### config.mk
export PLATFORM = sky130hd
export DESIGN_NAME = inst_trace_monitor
export DESIGN_NICKNAME = d
export VERILOG_FILES = /design/src/rtl/inst_trace_monitor.sv
export SDC_FILE = /design/constraint.sdc
export NUM_CORES = 2
export LEC_CHECK = 0
export ABC_AREA = 1
export CORE_ASPECT_RATIO = 0.5
export CORE_MARGIN = 1
export CORE_UTILIZATION = 55
export DETAILED_ROUTE_END_ITERATION = 10
export GPL_TIMING_DRIVEN = 0
export PLACE_DENSITY_LB_ADDON = 0.05
export SLEW_MARGIN = 10
export SYNTH_ARGS = -nofsm -noshare
export SYNTH_HDL_FRONTEND = slang
export SYNTH_SLANG_ARGS = --single-unit
### constraint.sdc
create_clock -name clk -period 13.9 [get_ports clk]
set_clock_uncertainty 0.05 [all_clocks]
set_input_delay 2.085 -clock clk [delete_from_list [all_inputs] [get_ports clk]]
set_output_delay 2.085 -clock clk [all_outputs]
set_load 0.005 [all_outputs]
### src/rtl/inst_trace_monitor.sv
// Purpose : instruction-retire monitor; per-class saturating counters plus a PC/instruction trace FIFO.
// Latency : counters and FIFO update on the retire edge; cnt_val is registered (shows pre-update counts).
// Backpr. : host drains through rd_valid/rd_ready; when full, new entries are dropped or the oldest is overwritten.
//
// Ports:
//   clk, rst                     clock, asynchronous active-high reset
//   ret_valid/ret_inst/ret_pc    retired-instruction sample from the datapath
//   trig_en                      trace capture enable (counters always count)
//   clr                          synchronous clear of counters, FIFO and overflow
//   cnt_sel -> cnt_val           counter read port: 0-10 classes, 11 total, 12-15 zero
//   rd_valid/rd_ready/rd_pc/rd_inst/rd_class   show-ahead trace FIFO head
//   fifo_count, overflow         occupancy and sticky lost-entry flag
module inst_trace_monitor #(
    parameter int PC_W      = 32,
    parameter int DEPTH     = 16,
    parameter int COUNT_W   = 32,
    parameter int OVERWRITE = 0
) (
    input  logic                     clk,
    input  logic                     rst,
    input  logic                     ret_valid,
    input  logic [31:0]              ret_inst,
    input  logic [PC_W-1:0]          ret_pc,
    input  logic                     trig_en,
    input  logic                     clr,
    input  logic [3:0]               cnt_sel,
    output logic [COUNT_W-1:0]       cnt_val,
    output logic                     rd_valid,
    input  logic                     rd_ready,
    output logic [PC_W-1:0]          rd_pc,
    output logic [31:0]              rd_inst,
    output logic [3:0]               rd_class,
    output logic [$clog2(DEPTH):0]   fifo_count,
    output logic                     overflow
);
    localparam int AW   = $clog2(DEPTH);
    localparam int NCNT = 12;          // 11 classes + total
    localparam int EW   = PC_W + 32 + 4;
    localparam logic [COUNT_W-1:0] CNT_ONE  = COUNT_W'(1);
    localparam logic [AW-1:0]      PTR_ONE  = AW'(1);
    localparam logic [AW:0]        CNT1     = (AW+1)'(1);
    localparam logic [AW:0]        FULL_CNT = (AW+1)'(DEPTH);

    // ---------------- class decode ----------------
    logic [5:0] op;
    logic [5:0] fn;
    logic [3:0] cls;

    assign op = ret_inst[31:26];
    assign fn = ret_inst[5:0];

    always_comb begin
        cls = 4'd10;
        case (op)
            6'b100011: cls = 4'd0;
            6'b101011: cls = 4'd1;
            6'b000100: cls = 4'd2;
            6'b000101: cls = 4'd3;
            6'b000010: cls = 4'd4;
            6'b000000: begin
                case (fn)
                    6'b100000: cls = 4'd5;
                    6'b100010: cls = 4'd6;
                    6'b100100: cls = 4'd7;
                    6'b100101: cls = 4'd8;
                    6'b101010: cls = 4'd9;
                    default:   cls = 4'd10;
                endcase
            end
            default: cls = 4'd10;
        endcase
    end

    // ---------------- counters ----------------
    logic [COUNT_W-1:0] cnt_q [NCNT];
    logic [COUNT_W-1:0] cnt_d [NCNT];
    logic [COUNT_W-1:0] cnt_val_q;
    logic [COUNT_W-1:0] cnt_val_d;

    always_comb begin
        for (int i = 0; i < NCNT; i++) begin
            cnt_d[i] = cnt_q[i];
            if (clr) begin
                cnt_d[i] = '0;
            end else if (ret_valid && (i == int'(cls) || i == NCNT - 1) && (cnt_q[i] != '1)) begin
                cnt_d[i] = cnt_q[i] + CNT_ONE;
            end
        end
    end

    // Read mux samples the current (pre-update) counter state.
    always_comb begin
        cnt_val_d = '0;
        for (int i = 0; i < NCNT; i++) begin
            if (cnt_sel == 4'(i)) cnt_val_d = cnt_q[i];
        end
    end

    always_ff @(posedge clk or posedge rst) begin
        if (rst) begin
            for (int i = 0; i < NCNT; i++) cnt_q[i] <= '0;
            cnt_val_q <= '0;
        end else begin
            for (int i = 0; i < NCNT; i++) cnt_q[i] <= cnt_d[i];
            cnt_val_q <= cnt_val_d;
        end
    end

    assign cnt_val = cnt_val_q;

    // ---------------- trace FIFO ----------------
    logic [EW-1:0] mem_q [DEPTH];
    logic [AW-1:0] wr_ptr_q, wr_ptr_d;
    logic [AW-1:0] rd_ptr_q, rd_ptr_d;
    logic [AW:0]   count_q, count_d;
    logic          overflow_q, overflow_d;
    logic          push, pop, full, wr_en;

    assign push     = ret_valid & trig_en;
    assign rd_valid = (count_q != '0);
    assign pop      = rd_valid & rd_ready;
    assign full     = (count_q == FULL_CNT);

    always_comb begin
        wr_ptr_d   = wr_ptr_q;
        rd_ptr_d   = rd_ptr_q;
        count_d    = count_q;
        overflow_d = overflow_q;
        wr_en      = 1'b0;
        if (clr) begin
            wr_ptr_d   = '0;
            rd_ptr_d   = '0;
            count_d    = '0;
            overflow_d = 1'b0;
        end else begin
            if (push) begin
                if (!full || pop) begin
                    wr_en    = 1'b1;
                    wr_ptr_d = wr_ptr_q + PTR_ONE;
                end else begin
                    overflow_d = 1'b1;
                    if (OVERWRITE != 0) begin
                        // Full means wr_ptr == rd_ptr: the write lands on the
                        // oldest entry, so the head simply moves past it.
                        wr_en    = 1'b1;
                        wr_ptr_d = wr_ptr_q + PTR_ONE;
                        rd_ptr_d = rd_ptr_q + PTR_ONE;
                    end
                end
            end
            if (pop) rd_ptr_d = rd_ptr_q + PTR_ONE;
            if (push && !pop && !full) begin
                count_d = count_q + CNT1;
            end else if (pop && !push) begin
                count_d = count_q - CNT1;
            end
        end
    end

    always_ff @(posedge clk or posedge rst) begin
        if (rst) begin
            wr_ptr_q   <= '0;
            rd_ptr_q   <= '0;
            count_q    <= '0;
            overflow_q <= 1'b0;
        end else begin
            wr_ptr_q   <= wr_ptr_d;
            rd_ptr_q   <= rd_ptr_d;
            count_q    <= count_d;
            overflow_q <= overflow_d;
        end
    end

    // Storage needs no reset: outputs are gated by rd_valid.
    always_ff @(posedge clk) begin
        if (wr_en) mem_q[wr_ptr_q] <= {ret_pc, ret_inst, cls};
    end

    logic [EW-1:0] head;
    assign head       = mem_q[rd_ptr_q];
    assign rd_pc      = rd_valid ? head[EW-1 -: PC_W] : '0;
    assign rd_inst    = rd_valid ? head[35:4]         : '0;
    assign rd_class   = rd_valid ? head[3:0]          : '0;
    assign fifo_count = count_q;
    assign overflow   = overflow_q;

endmodule

After elaboration in Yosys (flattened, before gate mapping). Memories as Yosys holds them, arrays and structs flattened. Index checks and enable logic that the tools add are counted.

Bits in registers: 430. Memory bits (writable): 1088. Output and inout port bits: 107. Word-level logic and storage cells: 190. Memories kept: 1.

Memories: mem_q (words 16, bits a word 68, rd ports 1, clocked after memory_dff 0, write ports 1, RTL line 112) `logic [EW-1:0] mem_q [DEPTH];`.

$add $sub $neg: 16. Equal/unequal tests: 45. Multiplexer cells: 57. Bitwise logic cells: 2. Reduce and logical (&&, ||, !) cells: 52.

Operators by type and width (number): two-way mux 32 bit (38); adder 32 x 1 -> 32 bit (second input constant) (12); != test 32 bit (second input constant) (12); equality test 6 bit (second input constant) (7); nonzero test 2 bit (15); equality test 4 bit (first input constant) (7); logical AND 1 bit (26); two-way mux 4 bit (6); one-hot mux 4 bit (6 select lines) (1); one-hot mux 4 bit (5 select lines) (1); equality test 4 x 3 -> 1 bit (second input constant) (4); equality test 4 bit (second input constant) (4); two-way mux 5 bit (3); equality test 6 x 3 -> 1 bit (second input constant) (2); adder 4 x 1 -> 4 bit (second input constant) (2); equality test 3 x 4 -> 1 bit (first input constant) (2); equality test 4 x 2 -> 1 bit (second input constant) (2); logical NOT 4 bit (2); two-way mux 1 bit (8); equality test 6 x 2 -> 1 bit (second input constant) (1); logical NOT 6 bit (1); adder 5 x 1 -> 5 bit (second input constant) (1); equality test 5 bit (second input constant) (1); nonzero test 5 bit (1); 9 further kinds (13).

Logic depth before layout (Yosys ltp).
Depth after elaboration: 13. Mapped depth: 15. Depth with buffers taken out: 15.

Worst setup path after synthesis. Ideal clock, no wire load.

Path type: in2reg. Start point: in clr. End point: mem mem_q[11][0] in the netlist's numbering, enable pin. Arrival: 7.364 ns. Data required time: 13.272 ns. Setup slack: 5.908 ns. Stages: 4. Buffers on the path: 3. Cells stage by stage: clkbuf_1 clkbuf_1 buf_1 nor3_1.

Longest elaborated chain between the ends: 3.

RTL lines: start: declaration (RTL line 25) `input logic clr,`; two-way mux 1 bit (RTL line 130) `if (clr) begin`; two-way mux 1 bit (RTL line 176) `if (wr_en) mem_q[wr_ptr_q] <= {ret_pc, ret_inst, cls};`; two-way mux 1 bit (implied by the code) (RTL line 176); end: declaration (RTL line 112).

No other way between the ends.

Worst setup path in the final report.
Start point: reg rd_ptr_q[2]. End point: out rd_class[2].

Longest elaborated chain between the ends: 2.

RTL lines: start: declaration (RTL line 114) `logic [AW-1:0] rd_ptr_q, rd_ptr_d;`; start signal: assignment (RTL line 168) `rd_ptr_q <= rd_ptr_d;`; memory read (16 x 68 bit); two-way mux 4 bit (RTL line 183) `assign rd_class = rd_valid ? head[3:0] : '0;`; end: declaration (RTL line 32) `output logic [3:0] rd_class,`.

No other way between the ends.

==> flow_summary_export.csv <==
group,metric,value,unit
cts,htree_num_levels,4,
timing,period_minus_slack,7.12,ns
cts,cts.hold.buffers_added,0,
place,dp_slack,7.65,ns
floorplanning,start_util,55.5,%
place,placed_cell_area,77100,um^2
setup_path,cp_common_cell,"clkbuf_1",
logic_synthesis,avgSynthCellArea,9.77,um^2
logic_synthesis,synth_top_area_share,45.7,%
cells_and_area,area_growth,14.1,%
cts,cts_tree,"done",
setup_path,crit_family,"buffers and inverters",
cts,post_cts_resized,0,
detailed_routing,vias,61500,
pwr,vdd_drop_max,0.000132,V
timing,setup_viol,0,
cts,clock_path_buffers,3,
timing,period_share,51.2,%
floorplanning,die_h,257,um
detailed_routing,drc,0,
logic_synthesis,synth_area,71600,um^2
floorplanning,die_w,512,um
place,gp_congestion,1.12,
floorplanning,row_count,93,
cts,cts_buffers,137,
logic_synthesis,yosysMostFrequentCell,"nand2_1",
logic_synthesis,yosysTopAreaCell,"edfxtp_1",
timing,fin_ws,6.78,ns
min_path,min_to,"cnt_q[323]$_DFFE_PP0P_",
cells_and_area,nFillCells,10500,
pwr,power,10.9,mW
logic_synthesis,ys.flop_type,"edfxtp_1",
logic_synthesis,yosys_register_bits,1518,
setup_path,cp_num_buf_inv,4,
setup_path,critPathKind,"reg2out",
global_route,overflow,0,
floorplanning,pin_count,181,
detailed_routing,antenna_left,0,
logic_synthesis,async_reset_ff_share,28.3,%
setup_path,path_cells,"clkbuf_1, clkbuf_1, clkbuf_1, o221ai_1, nand3_1, a21oi_1, clkdlybuf4s50_1",
global_route,grt_pass1_wl,386000,um
cts,cts_sinks,1518,
timing,rsz0062_at_grt,"no",
logic_synthesis,synth_edf_count,1088,
logic_synthesis,synth_cell_types,52,
logic_synthesis,yosysSeqAreaShare,60.7,%
place,numPortBuffers,178,
cts,clkLatencyLatePin,0.80,ns
min_path,hold_depth,1,
setup_path,rrSetupSlack,10.37,ns
setup_path,cp.required,11.77,ns
floorplanning,dieArea,132000,um^2
cts,post_cts_buffers,0,
pwr,p_leak,28.7,nW
setup_path,worstPathMaxFanout,10,
setup_path,crit_slowest_cell,"clkbuf_1",
timing,worst_pin_slew,1.38,ns
floorplanning,design.core.area,129000,um^2
global_route,grt_max_degree,38,
min_path,worstHoldStart,"cnt_q[323]$_DFFE_PP0P_",
cells_and_area,drive_gt1_share,5.89,%
detailed_routing,drtIter0Drc,9199,
cells_and_area,fin_area,81600,um^2
setup_path,crit_path_end_kind,"output pin",
place,dpl.hpwl,192000,um
global_route,antenna_found_initial,12,
outcome,status,"finished clean",
detailed_routing,wl_per_cell,27.8,um
place,numPlacedInstances,9306,
cts,clk_pin_slew,0.07,ns
setup_path,r2r-end,"mem_q[5][28]$_DFFE_PP_",
setup_path,slowest_delay,0.99,ns
cells_and_area,utilization,63.3,%
global_route,gr-usage-all-layers,40.0,%
logic_synthesis,synth_warnings,0,
global_route,first_global_vias,58500,
job,cap_violations,0,
logic_synthesis,synth_nets,7421,
cells_and_area,fin_nets,7830,
timing,slew_headroom,8.32,%
setup_path,r2r-start,"fifo_count[0]$_DFFE_PP0P_",
logic_synthesis,synth_commonest_cells,"nand2_1 (1199), nor2_1 (1115), edfxtp_1 (1088)",
setup_path,reg2regPathDepth,13,
logic_synthesis,syn_inst,7326,
cts,clockRootBuffer,"clkbuf_16",
detailed_routing,viasPerCell,6.43,
detailed_routing,dr.pass1.iters,8,
min_path,hold_class,"reg2reg",
setup_path,cp_data_arrival_time,4.99,ns
timing,fmax,140,MHz
cells_and_area,stdcell_count,9565,
timing,finalMaxSlewViolations,0,
timing,hold_violations,0,
logic_synthesis,synthTopCellsByArea,"edfxtp_1 (46%), dfrtp_1 (15%), nand2_1 (6.3%), nor2_1 (5.8%), o21ai_0 (4.9%)",
setup_path,cp-start-kind,"flip-flop",
pwr,power.density,134,nW/um^2
detailed_routing,wl,266000,um
sequential cells by signal, summed over array words and instances (netlist names):
name	count
cnt_q	384
cnt_val	32
fifo_count	5
mem_q	1088
overflow	1
rd_ptr_q	4
wr_ptr_q	4
layer usage:
layer	vias to the layer above	wire length, um	global-route usage, %	share of wire [%]
li1	26700	-	-	-
met1	29900	103000	54.4	39
met2	4184	117000	60.2	44
met3	693	34100	10.7	13
met4	8	12300	18.2	4.6
met5	-	52	0	0.020
per-stage QoR:
step | TNS (ns) | hold slack [ns]
final | 0 | 0.451
after global routing | 0 | 0.468
after CTS | 0 | 0.445
after detailed placement | 0 | 0.433
after global placement | -258.64 | 0.423
after floorplan | 0 | 0.395
final cells by class:
type	instances	area, um^2	share of cell area, %
diodes	9	22.5	0.0276
flip-flops and latches	1518	43400	53.2
clock inverters	83	912	1.12
plain buffers	404	1660	2.03
multi-input cells	4933	24800	30.4
well taps	1710	2140	2.62
repair buffers	270	3260	3.99
clock buffers	167	3610	4.43
inverters	471	1770	2.17
worst max-delay path by stage:
| stage | start | to | slack (ns) | cells past startpoint |
|---|---|---|---|---|
| detailed placement | ret_inst[5] | cnt_q[85]$_DFFE_PP0P_ | 7.65 | 12 |
| CTS | rd_ptr_q[0]$_DFFE_PP0P_ | rd_inst[31] | 6.89 | 9 |
| global route | rd_ptr_q[2]$_DFFE_PP0P_ | rd_class[2] | 6.81 | 7 |
| global placement | clr | mem_q[3][28]$_DFFE_PP_ | -1.39 | 4 |
| floorplan | clr | mem_q[11][0]$_DFFE_PP_ | 5.91 | 4 |
| finish | rd_ptr_q[2]$_DFFE_PP0P_ | rd_class[2] | 6.78 | 7 |
power breakdown:
part / internal, mW / leakage (nW) / total (mW) / switching [mW]
Sequential: 4.88 / 15.8 / 4.90 / 0.0187
Combinational: 0.609 / 10.7 / 2.10 / 1.49
Clock: 2.08 / 2.19 / 3.92 / 1.84
kinds of logic after synthesis:
| family | synth area share [%] |
|---|---|
| xor gates and xnor gates | 2.67 |
| adders and majority gates | 0.378 |
| AOI/OAI and AO/OA | 11.4 |
| and+or+nand+nor | 20.0 |
| buffers and inverters | 4.78 |
| DFF | 60.7 |
placed cells by master, fill, tap and decap left out, types with 24 or more instances in the layout:
| cell | netlist | layout |
|---|---|---|
| nand2_1 | 1199 | 1199 |
| o21ai_0 | 695 | 695 |
| edfxtp_1 | 1088 | 1088 |
| clkinv_1 | 7 | 24 |
| nand3b_1 | 36 | 36 |
| buf_12 | 0 | 43 |
| inv_1 | 450 | 449 |
| nor3_1 | 220 | 216 |
| a21oi_1 | 155 | 155 |
| buf_2 | 49 | 49 |
| xor2_1 | 167 | 167 |
| xnor2_1 | 51 | 51 |
| nand4_1 | 203 | 203 |
| clkdlybuf4s50_1 | 0 | 178 |
| nand3_1 | 450 | 450 |
| buf_4 | 11 | 38 |
| nor4_1 | 59 | 59 |
| clkinv_2 | 0 | 26 |
| clkbuf_16 | 0 | 138 |
| dfrtp_1 | 430 | 430 |
| nor2_1 | 1115 | 1103 |
| o211ai_1 | 85 | 85 |
| o31ai_1 | 57 | 57 |
| clkbuf_1 | 315 | 334 |
| o221ai_1 | 197 | 197 |
| o22ai_1 | 104 | 104 |
Power figures use the tool's default switching activity.
